--- src/rtl/demux1to5_stream.sv ---
// demux1to5_stream
//   Registered 1-to-5 stream demultiplexer with valid/ready handshaking.
//   A single holding register takes one word per cycle from the producer and
//   presents it to the consumer lane chosen by i_sel. An out-of-range select
//   (5..7) falls back to lane 0, as the matching 5-to-1 muxes do.
//
// Ports
//   clk        clock, rising edge
//   arstn      asynchronous active-low reset
//   i_valid    producer word present on i_data / i_sel
//   o_ready    block accepts a word this cycle (combinational from i_ready)
//   i_data     producer data word
//   i_sel      destination lane code, 0..4 valid
//   o_valid    one-hot (or zero) lane valid
//   i_ready    per-lane consumer ready
//   o_data     held word, shared by all lanes
//   o_sel_err  sticky flag: an out-of-range select was accepted
//   i_err_clr  synchronous clear of o_sel_err (set wins)
module demux1to5_stream #(
  parameter int unsigned DATA_WIDTH = 64
) (
  input  logic                  clk,
  input  logic                  arstn,
  input  logic                  i_valid,
  output logic                  o_ready,
  input  logic [DATA_WIDTH-1:0] i_data,
  input  logic [2:0]            i_sel,
  output logic [4:0]            o_valid,
  input  logic [4:0]            i_ready,
  output logic [DATA_WIDTH-1:0] o_data,
  output logic                  o_sel_err,
  input  logic                  i_err_clr
);

  logic [DATA_WIDTH-1:0] data_q, data_d;
  logic [2:0]            dest_q, dest_d;
  logic                  full_q, full_d;
  logic                  err_q,  err_d;

  logic drain;
  logic accept;
  logic sel_oob;

  // Lane decode; dest_q is only ever 0..4, so at most one bit is set.
  always_comb begin
    o_valid = '0;
    for (int unsigned k = 0; k < 5; k++) begin
      o_valid[k] = full_q && (dest_q == 3'(k));
    end
  end

  // Masking with o_valid samples only the destination lane's ready bit.
  assign drain     = |(o_valid & i_ready);
  assign o_ready   = !full_q || drain;
  assign accept    = i_valid && o_ready;
  assign sel_oob   = (i_sel > 3'd4);
  assign o_data    = data_q;
  assign o_sel_err = err_q;

  always_comb begin
    full_d = full_q;
    data_d = data_q;
    dest_d = dest_q;
    err_d  = err_q;

    // Accept takes precedence over drain: a simultaneous drain+accept simply
    // reloads the register and leaves it full, giving one word per cycle.
    if (accept) begin
      data_d = i_data;
      dest_d = sel_oob ? '0 : i_sel;
      full_d = 1'b1;
    end else if (drain) begin
      full_d = 1'b0;
    end

    if (accept && sel_oob) begin
      err_d = 1'b1;
    end else if (i_err_clr) begin
      err_d = 1'b0;
    end
  end

  always_ff @(posedge clk or negedge arstn) begin
    if (!arstn) begin
      full_q <= 1'b0;
      data_q <= '0;
      dest_q <= '0;
      err_q  <= 1'b0;
    end else begin
      full_q <= full_d;
      data_q <= data_d;
      dest_q <= dest_d;
      err_q  <= err_d;
    end
  end

endmodule

--- config.mk ---
export PLATFORM = sky130hd
export DESIGN_NAME = demux1to5_stream
export DESIGN_NICKNAME = d
export VERILOG_FILES = /design/src/rtl/demux1to5_stream.sv
export SDC_FILE = /design/constraint.sdc
export NUM_CORES = 1
export LEC_CHECK = 0
export BUFFER_PORTS_ARGS = -buffer_cell sky130_fd_sc_hd__clkbuf_2
export CORE_MARGIN = 5
export CORE_UTILIZATION = 44
export CTS_CLUSTER_DIAMETER = 120
export CTS_CLUSTER_SIZE = 40
export DETAILED_ROUTE_END_ITERATION = 6
export GPL_ROUTABILITY_DRIVEN = 0
export HOLD_SLACK_MARGIN = 0.15
export PLACE_DENSITY = 0.79
export SYNTH_ARGS = -nofsm -noshare
export SYNTH_HDL_FRONTEND = slang
export SYNTH_SLANG_ARGS = --single-unit
--- constraint.sdc ---
create_clock -name clk -period 2.26 [get_ports clk]
set_clock_uncertainty 0.05 [all_clocks]
set_input_delay 0.113 -clock clk [delete_from_list [all_inputs] [get_ports clk]]
set_output_delay 0.113 -clock clk [all_outputs]
set_load 0.005 [all_outputs]
==> metrics.md, run 1 <==
| Metric | Value |
|---|---|
| H-tree depth | `3` |
| Met2 Use GR | `35.0%` |
| Seq/Total Area, Yosys | `62.7%` |
| Post-CTS Resized | `0` |
| Die X | `89.1 microns` |
| Commonest non-fill, non-tap cell in the layout | `clkbuf_2` |
| Final Hold Vio Count | `0` |
| Io pins | `147` |
| Drt wl/cell | `roughly 16 microns` |
| Top post-synthesis cells by area | `dfrtp_1 (63%), mux2_2 (20%), mux2_4 (8.7%), buf_6 (1.2%), buf_2 (0.73%)` |
| VDD IR max | `0.665 mV` |
| Core area | `0.00599 sq mm` |
| DRT iter0 DRCs | `54` |
| WP data required | `2.47 ns` |
| Mean Syn Cell Area | `16.2 sq um` |
| F_max | `roughly 0.46 GHz` |
| Total GRT Usage | `between 10% and 20%` |
| Worst-Skew Late Latency | `0.33 ns` |
| Non-Filler Instances | `between 400 and 500` |
| Setup violators final | `0` |
| Design area | `0.00455 sq mm` |
| CTS Buffer Depth | `2` |
| Placed insts | `387` |
| Routed Wire Length | `7520 microns` |
| Post-synthesis cell area | `0.00276 sq mm` |
| Grt peak-use layer | `met2` |
| Fin crit period | `roughly 2.2 ns` |
| Clock-pin slew on the worst setup and hold paths | `0.07 ns` |
| Post-Route Setup TNS | `0 ns` |
| P_leak | `2.28 nW` |
| Vias in the first global route | `approximately 2.5k` |
| TritonCTS clock tree | `yes` |
| Vias per cell | `4.72` |
| RSZ-0062 raised after global routing | `no` |
| First-pass GRT wire length | `roughly 12000 microns` |
| Max cap viols | `0` |
| DRC viols | `0` |
| Root buffer cell | `clkbuf_8` |
| CP endpoint kind | `register` |
| CTS sink count | `69` |
| Initial antenna violation count | `0` |
| Row cnt | `28` |
| Number of CTS-inserted buffers | `9` |
| Actual transition at the worst max-transition pin | `0.358 ns` |
| Ys Warns | `0` |
| Status | `completed` |
| Die Y | `89.1 microns` |
| DR pass1 iterations | `4` |
| DIE AREA | `0.00794 sq mm` |
| Layout area overhead | `65.1%` |
| Antenna cells | `0` |
| Antenna-violating nets left | `0` |
| Nets | `around 470` |
| # port buffers | `between 100 and 150` |
| Grt ovf | `0` |
| Relative slew slack | `76.2%` |
| Crit Path Class | `reg -> reg` |
| Worst Path Max Fanout | `30` |
| Crit path launch type | `register` |
| Crit path DAT | `2.39 ns` |
| Fin crit share | `96.4%` |
| Cell taking the most area after synthesis | `dfrtp_1` |
| Post-synthesis cell count | `170` |
| Synth Net Count | `246` |
| Fraction of layout cells with a size suffix above 1 | `57.4%` |
| Initial Util | `46.0%` |
| Vias | `2247` |
| Pwr dens | `about 1200 mW/mm^2` |
| Most frequent cells in the layout | `clkbuf_2 (145), dlygate4sd3_1 (73), dfrtp_1 (69)` |
| FF+latch count, synth | `69` |
| Area after DPL | `0.00359 sq mm` |
| Hold Slack | `0.164 ns` |
| Distinct cells, synth | `21` |
| Met3 Use GR | `7.74%` |
| Hold Crit Class | `in -> reg` |
| Slew Viols, Final | `0` |
| Met1 GRT Util | `a little over a fifth` |
| Largest net degree at the start of global routing | `70` |
| Post-synth top area share | `a little over three fifths` |
| # Post-CTS Setup Buffers | `0` |
| DPL Wire Length | `between 4000 and 5000 microns` |
==> Yosys cell counts <==
master and instances:
a21o_1 1, nand2b_1 3, o22ai_1 1, nand2_1 4, buf_6 3, and4_1 2
dfrtp_1 69, nor2_1 2, buf_2 4, nor4b_1 1, o2bb2ai_1 2, inv_1 4
a22oi_1 1, and3_1 2, mux2i_1 1, o311a_1 1, o21ai_0 2, a21boi_0 1
nand4bb_1 1, mux2_4 16, mux2_2 49
==> per-stage QoR <==
stage | util, % | worst slack [ns] | total power [W]
2_1_floorplan | - | 0.469 | 0.00331
3_3_place_gp | 60.0 | 0.475 | 0.00419
3_5_place_dp | 60.0 | 0.422 | 0.00428
4_1_cts | 75.9 | 0.137 | 0.00553
5_1_grt | 75.9 | 0.0165 | 0.00586
6_report | 75.9 | 0.0814 | 0.00550
==> worst max-delay path, cell delays in order, from the launching register on <==
cell,delay [ns]
dfrtp_1,0.45
mux2i_1,0.15
o311a_1,0.33
a21o_4,0.24
buf_12,0.17
o22ai_1,0.16
dlygate4sd3_1,0.57
==> flip-flops by register name, indices dropped and copies added (netlist names) <==
register and flops:
dest_q 3, full_q 1, o_sel_err 1, o_data 64
==> power by group <==
group | internal, W | switching, W
combinational | 0.00133 | 0.000837
sequential | 0.00185 | 0.000355
clock | 0.000679 | 0.000441
total | 0.00387 | 0.00163
==> path summary, 6_finish.rpt <==
check / slack (ns) / startpoint / endpoint / cells past startpoint
min in group asynchronous: 0.27 / arstn / o_data[51]$_DFFE_PN0P_ / 3
worst min-delay path: 0.16 / i_ready[4] / dest_q[2]$_DFFE_PN0P_ / 4
worst min register to register: 0.46 / o_data[42]$_DFFE_PN0P_ / o_data[42]$_DFFE_PN0P_ / 1
worst max register to register: 0.08 / dest_q[0]$_DFFE_PN0P_ / o_sel_err$_DFFE_PN0P_ / 6
max in group asynchronous: 1.59 / arstn / o_data[61]$_DFFE_PN0P_ / 3
worst max-delay path: 0.08 / dest_q[0]$_DFFE_PN0P_ / o_sel_err$_DFFE_PN0P_ / 6
==> cell families after synthesis <==
| group | synth area share (%) |
|---|---|
| simple gates | 3.32 |
| flops | 62.7 |
| compound gates | 2.41 |
| buf+inv | 2.50 |
| mux | 29.1 |
==> layer usage <==
| metal | wire length, microns | vias to the layer above | part of all wire (%) |
|---|---|---|---|
| met5 | 0 | - | 0 |
| met4 | 157 | 0 | 2.1 |
| met3 | 720 | 19 | 9.6 |
| met2 | 3970 | 104 | 53 |
| met1 | 2670 | 1073 | 36 |
| li1 | - | 1051 | - |
==> timing repair <==
| item | CTS | global route |
|---|---|---|
| setup endpoints to repair | 0 | 0 |
| hold buffers | 73 | 0 |
| hold endpoints to repair | 138 | 0 |
==> area by class of cell <==
| type | count | area [sq um] |
|---|---|---|
| inverter | 4 | 15.0 |
| sequential | 69 | 1730 |
| multi-input combinational | 90 | 967 |
| tap | 75 | 93.8 |
| timing repair buffer | 222 | 1520 |
| fill | 363 | 1440 |
| clock buffer | 12 | 155 |
| clock inverter | 4 | 70.1 |
(Power assumes the default switching activity.)
==> run 2, diff against run 1 <==
Settings changed: BUFFER_PORTS_ARGS -buffer_cell sky130_fd_sc_hd__clkbuf_2 to -buffer_cell sky130_fd_sc_hd__buf_2, CORE_UTILIZATION 44 to 25, PLACE_DENSITY 0.79 to default.
==> metrics.md, run 2 (same netlist as run 1, synthesis figures left out) <==
| Metric | Value |
|---|---|
| Die Y | `115 microns (was 89.1 microns)` |
| Drt wl/cell | `14.4 microns (was 15.8 microns)` |
| Row cnt | `38 (was 28)` |
| Vias | `2248 (was 2247)` |
| Fin crit share | `90.7% (was 96.4%)` |
| Grt peak-use layer | `met2 (unchanged)` |
| Worst hold path cell count | `5 (was 4)` |
| Area after DPL | `0.00366 sq mm (was 0.00359 sq mm)` |
| Total GRT Usage | `11.9% (was 19.7%)` |
| Hold path startpoint | `i_ready[0] (was i_ready[4])` |
| Actual transition at the worst max-transition pin | `0.863 ns (was 0.358 ns)` |
| Core area | `0.0108 sq mm (was 0.00599 sq mm)` |
| Met3 Use GR | `2.63% (was 7.74%)` |
| Crit path DAT | `2.28 ns (was 2.39 ns)` |
| H-tree depth | `3 (unchanged)` |
| Final Hold Vio Count | `0 (unchanged)` |
| Crit Path Class | `reg -> reg (unchanged)` |
| P_leak | `2.25 nW (was 2.28 nW)` |
| Commonest non-fill, non-tap cell in the layout | `buf_2 (was clkbuf_2)` |
| DIE AREA | `0.0132 sq mm (was 0.00794 sq mm)` |
| Worst flop-to-flop path endpoint | `o_sel_err$_DFFE_PN0P_ (unchanged)` |
| Hold_buf cts | `73 (unchanged)` |
| Vias per cell | `4.16 (was 4.72)` |
| # Post-CTS Setup Buffers | `0 (unchanged)` |
| Max reg flops | `64 (unchanged)` |
| Met1 GRT Util | `12.6% (was 21.2%)` |
| Relative slew slack | `42.5% (was 76.2%)` |
| Total design power | `0.00549 W (was 0.00550 W)` |
| Reg2reg path depth | `5 (was 6)` |
| Initial antenna violation count | `0 (unchanged)` |
| Number of CTS-inserted buffers | `9 (unchanged)` |
| WP data required | `2.49 ns (was 2.47 ns)` |
| VDD IR max | `0.368 mV (was 0.665 mV)` |
| Vias in the first global route | `2476 (was 2529)` |
| Nets | `472 (unchanged)` |
| Routed Wire Length | `7770 microns (was 7520 microns)` |
| Antenna-violating nets left | `0 (unchanged)` |
| First-pass GRT wire length | `12000 microns (was 11800 microns)` |
| Final core utilization | `42.6% (was 75.9%)` |
| Worst-Skew Late Latency | `0.33 ns (about the same)` |
| Most frequent cells in the layout | `buf_2 (145), dlygate4sd3_1 (73), dfrtp_1 (69) (was clkbuf_2 (145), dlygate4sd3_1 (73), dfrtp_1 (69))` |
| Root buffer cell | `clkbuf_8 (unchanged)` |
| CTS Buffer Depth | `2 (unchanged)` |
| # port buffers | `146 (unchanged)` |
| Fin crit period | `2.05 ns (was 2.18 ns)` |
| DPL Wire Length | `5110 microns (was 4580 microns)` |
| Setup violators final | `0 (unchanged)` |
| Slew Viols, Final | `0 (unchanged)` |
| RSZ-0062 raised after global routing | `no (unchanged)` |
| Max cap viols | `0 (unchanged)` |
| Largest net degree at the start of global routing | `70 (unchanged)` |
| Layout area overhead | `67.7% (was 65.1%)` |
| Initial Util | `25.4% (was 46.0%)` |
| Pwr dens | `1190 mW/mm^2 (was 1210 mW/mm^2)` |
| Fraction of layout cells with a size suffix above 1 | `57.4% (unchanged)` |
| Io pins | `147 (unchanged)` |
| CP endpoint kind | `register (unchanged)` |
| Place WS | `0.298 ns (was 0.422 ns)` |
| DR pass1 iterations | `4 (unchanged)` |
| Met2 Use GR | `21.4% (was 35.0%)` |
| DRC viols | `0 (unchanged)` |
| Worst hold endpoint | `full_q$_DFFE_PN0P_ (was dest_q[2]$_DFFE_PN0P_)` |
| Crit path launch type | `register (unchanged)` |
| TritonCTS clock tree | `yes (unchanged)` |
| Die X | `115 microns (was 89.1 microns)` |
| R2R Setup Slk | `0.21 ns (was 0.08 ns)` |
| F_max | `0.488 GHz (was 0.459 GHz)` |
| Grt ovf | `0 (unchanged)` |
| Antenna cells | `0 (unchanged)` |
| Worst Path Max Fanout | `12 (was 30)` |
| CTS sink count | `69 (unchanged)` |
| RR Startpoint | `dest_q[0]$_DFFE_PN0P_ (unchanged)` |
| Status | `completed (unchanged)` |
| Hold Crit Class | `in -> reg (unchanged)` |
| Post-Route Setup TNS | `0 ns (unchanged)` |
| Clock-pin slew on the worst setup and hold paths | `0.07 ns (about the same)` |
| Post-CTS Resized | `0 (unchanged)` |
| Setup ws final | `0.210 ns (was 0.0814 ns)` |
| DRT iter0 DRCs | `84 (was 54)` |
| Design area | `0.00462 sq mm (was 0.00455 sq mm)` |
==> run 2: changes by cell type in the layout (fill, tap and decap cells not counted) <==
cell,previous run,this run
buf_4,0,2
buf_12,3,2
clkbuf_2,145,0
buf_2,1,145
==> run 2: metal layers <==
metal | up-vias | part of all wire [%]
li1 | 1052 | -
met5 | - | 0
met2 | 78 | 54
met3 | 17 | 5.5
met4 | 0 | 3.0
met1 | 1101 | 38
==> run 2: metrics by stage <==
stage,hold WS (ns),instances
floorplan,-0.233,170
global placement,0.239,452
detailed placement,0.258,452
CTS,0.171,541
global route,0.240,541
finish,0.200,541
==> run 2: cell type report <==
class                      count  area [sq um]
clock inverter                 4          70.1
timing repair buffer         222          1510
inverter                       4          15.0
fill                        1024          6220
sequential                    69          1730
multi-input combinational     90           967
tap                          140           175
clock buffer                  12           155
==> run 2: power breakdown <==
part	leakage (nW)	internal, W	switching, W
Clock	0.116	0.000679	0.000461
Combinational	1.33	0.00134	0.000835
Sequential	0.809	0.00185	0.000325
Total	2.25	0.00387	0.00162
==> run 2: how the worst max path moves through the flow <==
stage	from	endpoint	slack [ns]	cells past startpoint
finish	dest_q[0]$_DFFE_PN0P_	o_sel_err$_DFFE_PN0P_	0.21	5
CTS	dest_q[0]$_DFFE_PN0P_	o_sel_err$_DFFE_PN0P_	0.19	5
global placement	dest_q[0]$_DFFE_PN0P_	o_data[9]$_DFFE_PN0P_	0.34	5
global route	dest_q[0]$_DFFE_PN0P_	o_sel_err$_DFFE_PN0P_	0.09	5
detailed placement	dest_q[0]$_DFFE_PN0P_	o_data[50]$_DFFE_PN0P_	0.30	5
floorplan	dest_q[0]$_DFFE_PN0P_	o_data[14]$_DFFE_PN0P_	0.47	6
==> run 2: worst max-delay path, stage by stage, from the launching register on <==
cell and delay, ns:
dfrtp_1 0.46, mux2i_1 0.15, o311a_1 0.33, a21o_4 0.30, o22ai_1 0.13, dlygate4sd3_1 0.56
==> run 3, diff against run 2 <==
Settings changed: CTS_BUF_LIST from default to sky130_fd_sc_hd__clkbuf_8, SETUP_SLACK_MARGIN from default to 0.5.
Clock period 2.26 ns to 2.48 ns, I/O delays scaled along.
==> metrics.md, run 3 (same netlist as run 1, synthesis figures left out) <==
| Metric | Value |
|---|---|
| Worst Path Max Fanout | `38 (was 12)` |
| H-tree depth | `3 (unchanged)` |
| Largest net degree at the start of global routing | `70 (unchanged)` |
| Grt ovf | `0 (unchanged)` |
| Die Y | `115 microns (unchanged)` |
| Antenna-violating nets left | `0 (unchanged)` |
| Antenna cells | `0 (unchanged)` |
| CTS Buffer Depth | `2 (unchanged)` |
| Number of CTS-inserted buffers | `9 (unchanged)` |
| Setup violators final | `0 (unchanged)` |
| Critical Path Max Stage Delay | `0.46 ns (was 0.56 ns)` |
| Drt wl/cell | `14.3 microns (was 14.4 microns)` |
| DRC viols | `0 (unchanged)` |
| P_leak | `2.23 nW (was 2.25 nW)` |
| Final Hold Vio Count | `0 (unchanged)` |
| CP endpoint kind | `register (unchanged)` |
| Status | `completed (unchanged)` |
| RR Startpoint | `dest_q[0]$_DFFE_PN0P_ (unchanged)` |
| Fin crit period | `1.87 ns (was 2.05 ns)` |
| Worst-Skew Late Latency | `0.34 ns (was 0.33 ns)` |
| Design area | `0.00457 sq mm (was 0.00462 sq mm)` |
| Initial antenna violation count | `0 (unchanged)` |
| RSZ-0062 raised after global routing | `no (unchanged)` |
| Vias in the first global route | `2474 (was 2476)` |
| VDD IR max | `0.454 mV (was 0.368 mV)` |
| Crit Path Class | `reg -> reg (unchanged)` |
| WP data required | `2.66 ns (was 2.49 ns)` |
| R2R Setup Slk | `0.61 ns (was 0.21 ns)` |
| Commonest non-fill, non-tap cell in the layout | `buf_2 (unchanged)` |
| Hold Crit Class | `in -> reg (unchanged)` |
| Vias per cell | `4.19 (was 4.16)` |
| Sw Pwr | `0.00147 W (was 0.00162 W)` |
| Layout area overhead | `66.0% (was 67.7%)` |
| Actual transition at the worst max-transition pin | `0.882 ns (was 0.863 ns)` |
| Relative slew slack | `41.2% (was 42.5%)` |
| Clock power frac | `18.6% (was 20.8%)` |
| Io pins | `147 (unchanged)` |
| First-pass GRT wire length | `12000 microns (about the same)` |
| Area after DPL | `0.00364 sq mm (was 0.00366 sq mm)` |
| Routed Wire Length | `7740 microns (was 7770 microns)` |
| DRT iter0 DRCs | `63 (was 84)` |
| Hold path startpoint | `i_ready[0] (unchanged)` |
| Row cnt | `38 (unchanged)` |
| Switching Share | `30.4% (was 29.5%)` |
| Logic pwr share | `40.5% (was 39.6%)` |
| Nets | `471 (was 472)` |
| Most frequent cells in the layout | `buf_2 (145), dlygate4sd3_1 (73), dfrtp_1 (69) (unchanged)` |
| Worst hold endpoint | `full_q$_DFFE_PN0P_ (unchanged)` |
| Crit path DAT | `2.05 ns (was 2.28 ns)` |
| Core area | `0.0108 sq mm (unchanged)` |
| DPL Wire Length | `4970 microns (was 5110 microns)` |
| Vias | `2261 (was 2248)` |
| Initial Util | `25.4% (unchanged)` |
| Clock-pin slew on the worst setup and hold paths | `0.07 ns (about the same)` |
| F_max | `0.534 GHz (was 0.488 GHz)` |
| # port buffers | `146 (unchanged)` |
| Die X | `115 microns (unchanged)` |
| Root buffer cell | `clkbuf_8 (unchanged)` |
| Total design power | `0.00485 W (was 0.00549 W)` |
| Reg2reg path depth | `5 (unchanged)` |
| Worst hold path cell count | `5 (unchanged)` |
| Total GRT Usage | `11.8% (was 11.9%)` |
| Max cap viols | `0 (unchanged)` |
| Pint | `0.00337 W (was 0.00387 W)` |
| Hold Slack | `0.185 ns (was 0.200 ns)` |
| Layout fillers | `1014 (was 1024)` |
| Slowest cell on crit path | `dfrtp_1 (was dlygate4sd3_1)` |
| Fin crit share | `75.4% (was 90.7%)` |
| Sequential Power Share | `40.9% (was 39.7%)` |
| Pwr dens | `1060 mW/mm^2 (was 1190 mW/mm^2)` |
| Fraction of layout cells with a size suffix above 1 | `57.3% (was 57.4%)` |
| TritonCTS clock tree | `yes (unchanged)` |
| DIE AREA | `0.0132 sq mm (unchanged)` |
| Crit path launch type | `register (unchanged)` |
| CTS sink count | `69 (unchanged)` |
| Slew Viols, Final | `0 (unchanged)` |
| DR pass1 iterations | `6 (was 4)` |
| Post-Route Setup TNS | `0 ns (unchanged)` |
| Crit path cell chain | `mux2i_1, o311a_1, a21o_4, buf_12, mux2_4 (was mux2i_1, o311a_1, a21o_4, o22ai_1, dlygate4sd3_1)` |
| Worst flop-to-flop path endpoint | `o_data[18]$_DFFE_PN0P_ (was o_sel_err$_DFFE_PN0P_)` |
| Max reg flops | `64 (unchanged)` |
-- run 3: cell count changes in the layout (fill, tap and decap cells not counted) --
cell	previous run	this run
bufinv_16	2	1
clkinv_2	2	4
buf_4	2	1
clkbuf_8	11	10
inv_1	4	5
clkbuf_1	1	0
buf_12	2	1
buf_8	0	1
-- run 3: worst max-delay path: cells and delay by family, from the launching register on --
kind | cells | cell delay [ns]
compound gates | 2 | 0.56
flops | 1 | 0.46
buf+inv | 1 | 0.18
mux | 2 | 0.47
-- run 3: through the flow --
stage | std cells | utilization, % | worst slack, ns
6_report | 540 | 42.2 | 0.609
5_1_grt | 540 | 42.2 | 0.526
4_1_cts | 540 | 42.1 | 0.528
2_1_floorplan | 170 | - | 0.689
3_5_place_dp | 451 | 33.6 | 0.533
3_3_place_gp | 451 | 33.6 | 0.574
-- run 3: how the worst max path moves through the flow --
| stage | startpoint | to | slack [ns] | cells past startpoint |
|---|---|---|---|---|
| after floorplan | dest_q[0]$_DFFE_PN0P_ | o_data[14]$_DFFE_PN0P_ | 0.69 | 6 |
| after global placement | dest_q[2]$_DFFE_PN0P_ | o_data[6]$_DFFE_PN0P_ | 0.57 | 5 |
| after detailed placement | dest_q[2]$_DFFE_PN0P_ | o_data[51]$_DFFE_PN0P_ | 0.53 | 5 |
| after CTS | dest_q[2]$_DFFE_PN0P_ | o_data[51]$_DFFE_PN0P_ | 0.53 | 5 |
| after global routing | dest_q[0]$_DFFE_PN0P_ | o_data[45]$_DFFE_PN0P_ | 0.53 | 5 |
| final | dest_q[0]$_DFFE_PN0P_ | o_data[18]$_DFFE_PN0P_ | 0.61 | 5 |
-- run 3: area by class of cell --
cell class	count	area, sq um	area share (%)
Clock buffer	10	138	3.01
Clock inverter	6	53.8	1.18
Inverter	4	15.0	0.328
Multi-Input combinational cell	90	967	21.1
Sequential cell	69	1730	37.7
Tap cell	140	175	3.83
Timing Repair Buffer	221	1500	32.8
-- run 3: repair_timing --
item / CTS / global route
buffers inserted: 0 / 0
hold endpoints to repair: 138 / 0
resized for setup: 0 / 2
endpoints found under the setup margin: 0 / 30
hold buffers: 73 / 0
-- run 3: power groups by stage --
stage               sequential (W)  clock, W  combinational, W
floorplan                  0.00203         0          0.000983
global placement           0.00197         0           0.00185
detailed placement         0.00199         0           0.00189
CTS                        0.00197  0.000942           0.00198
global route               0.00206  0.000996           0.00214
finish                     0.00198  0.000901           0.00196
-- run 3: per-layer routing --
layer / vias to the layer above / share of wire [%] / track usage, %
met5: - / 0 / 0
met4: 0 / 2.8 / 6.42
met3: 19 / 6.9 / 3.63
met2: 83 / 53 / 20.6
met1: 1106 / 37 / 12.8
li1: 1053 / - / -
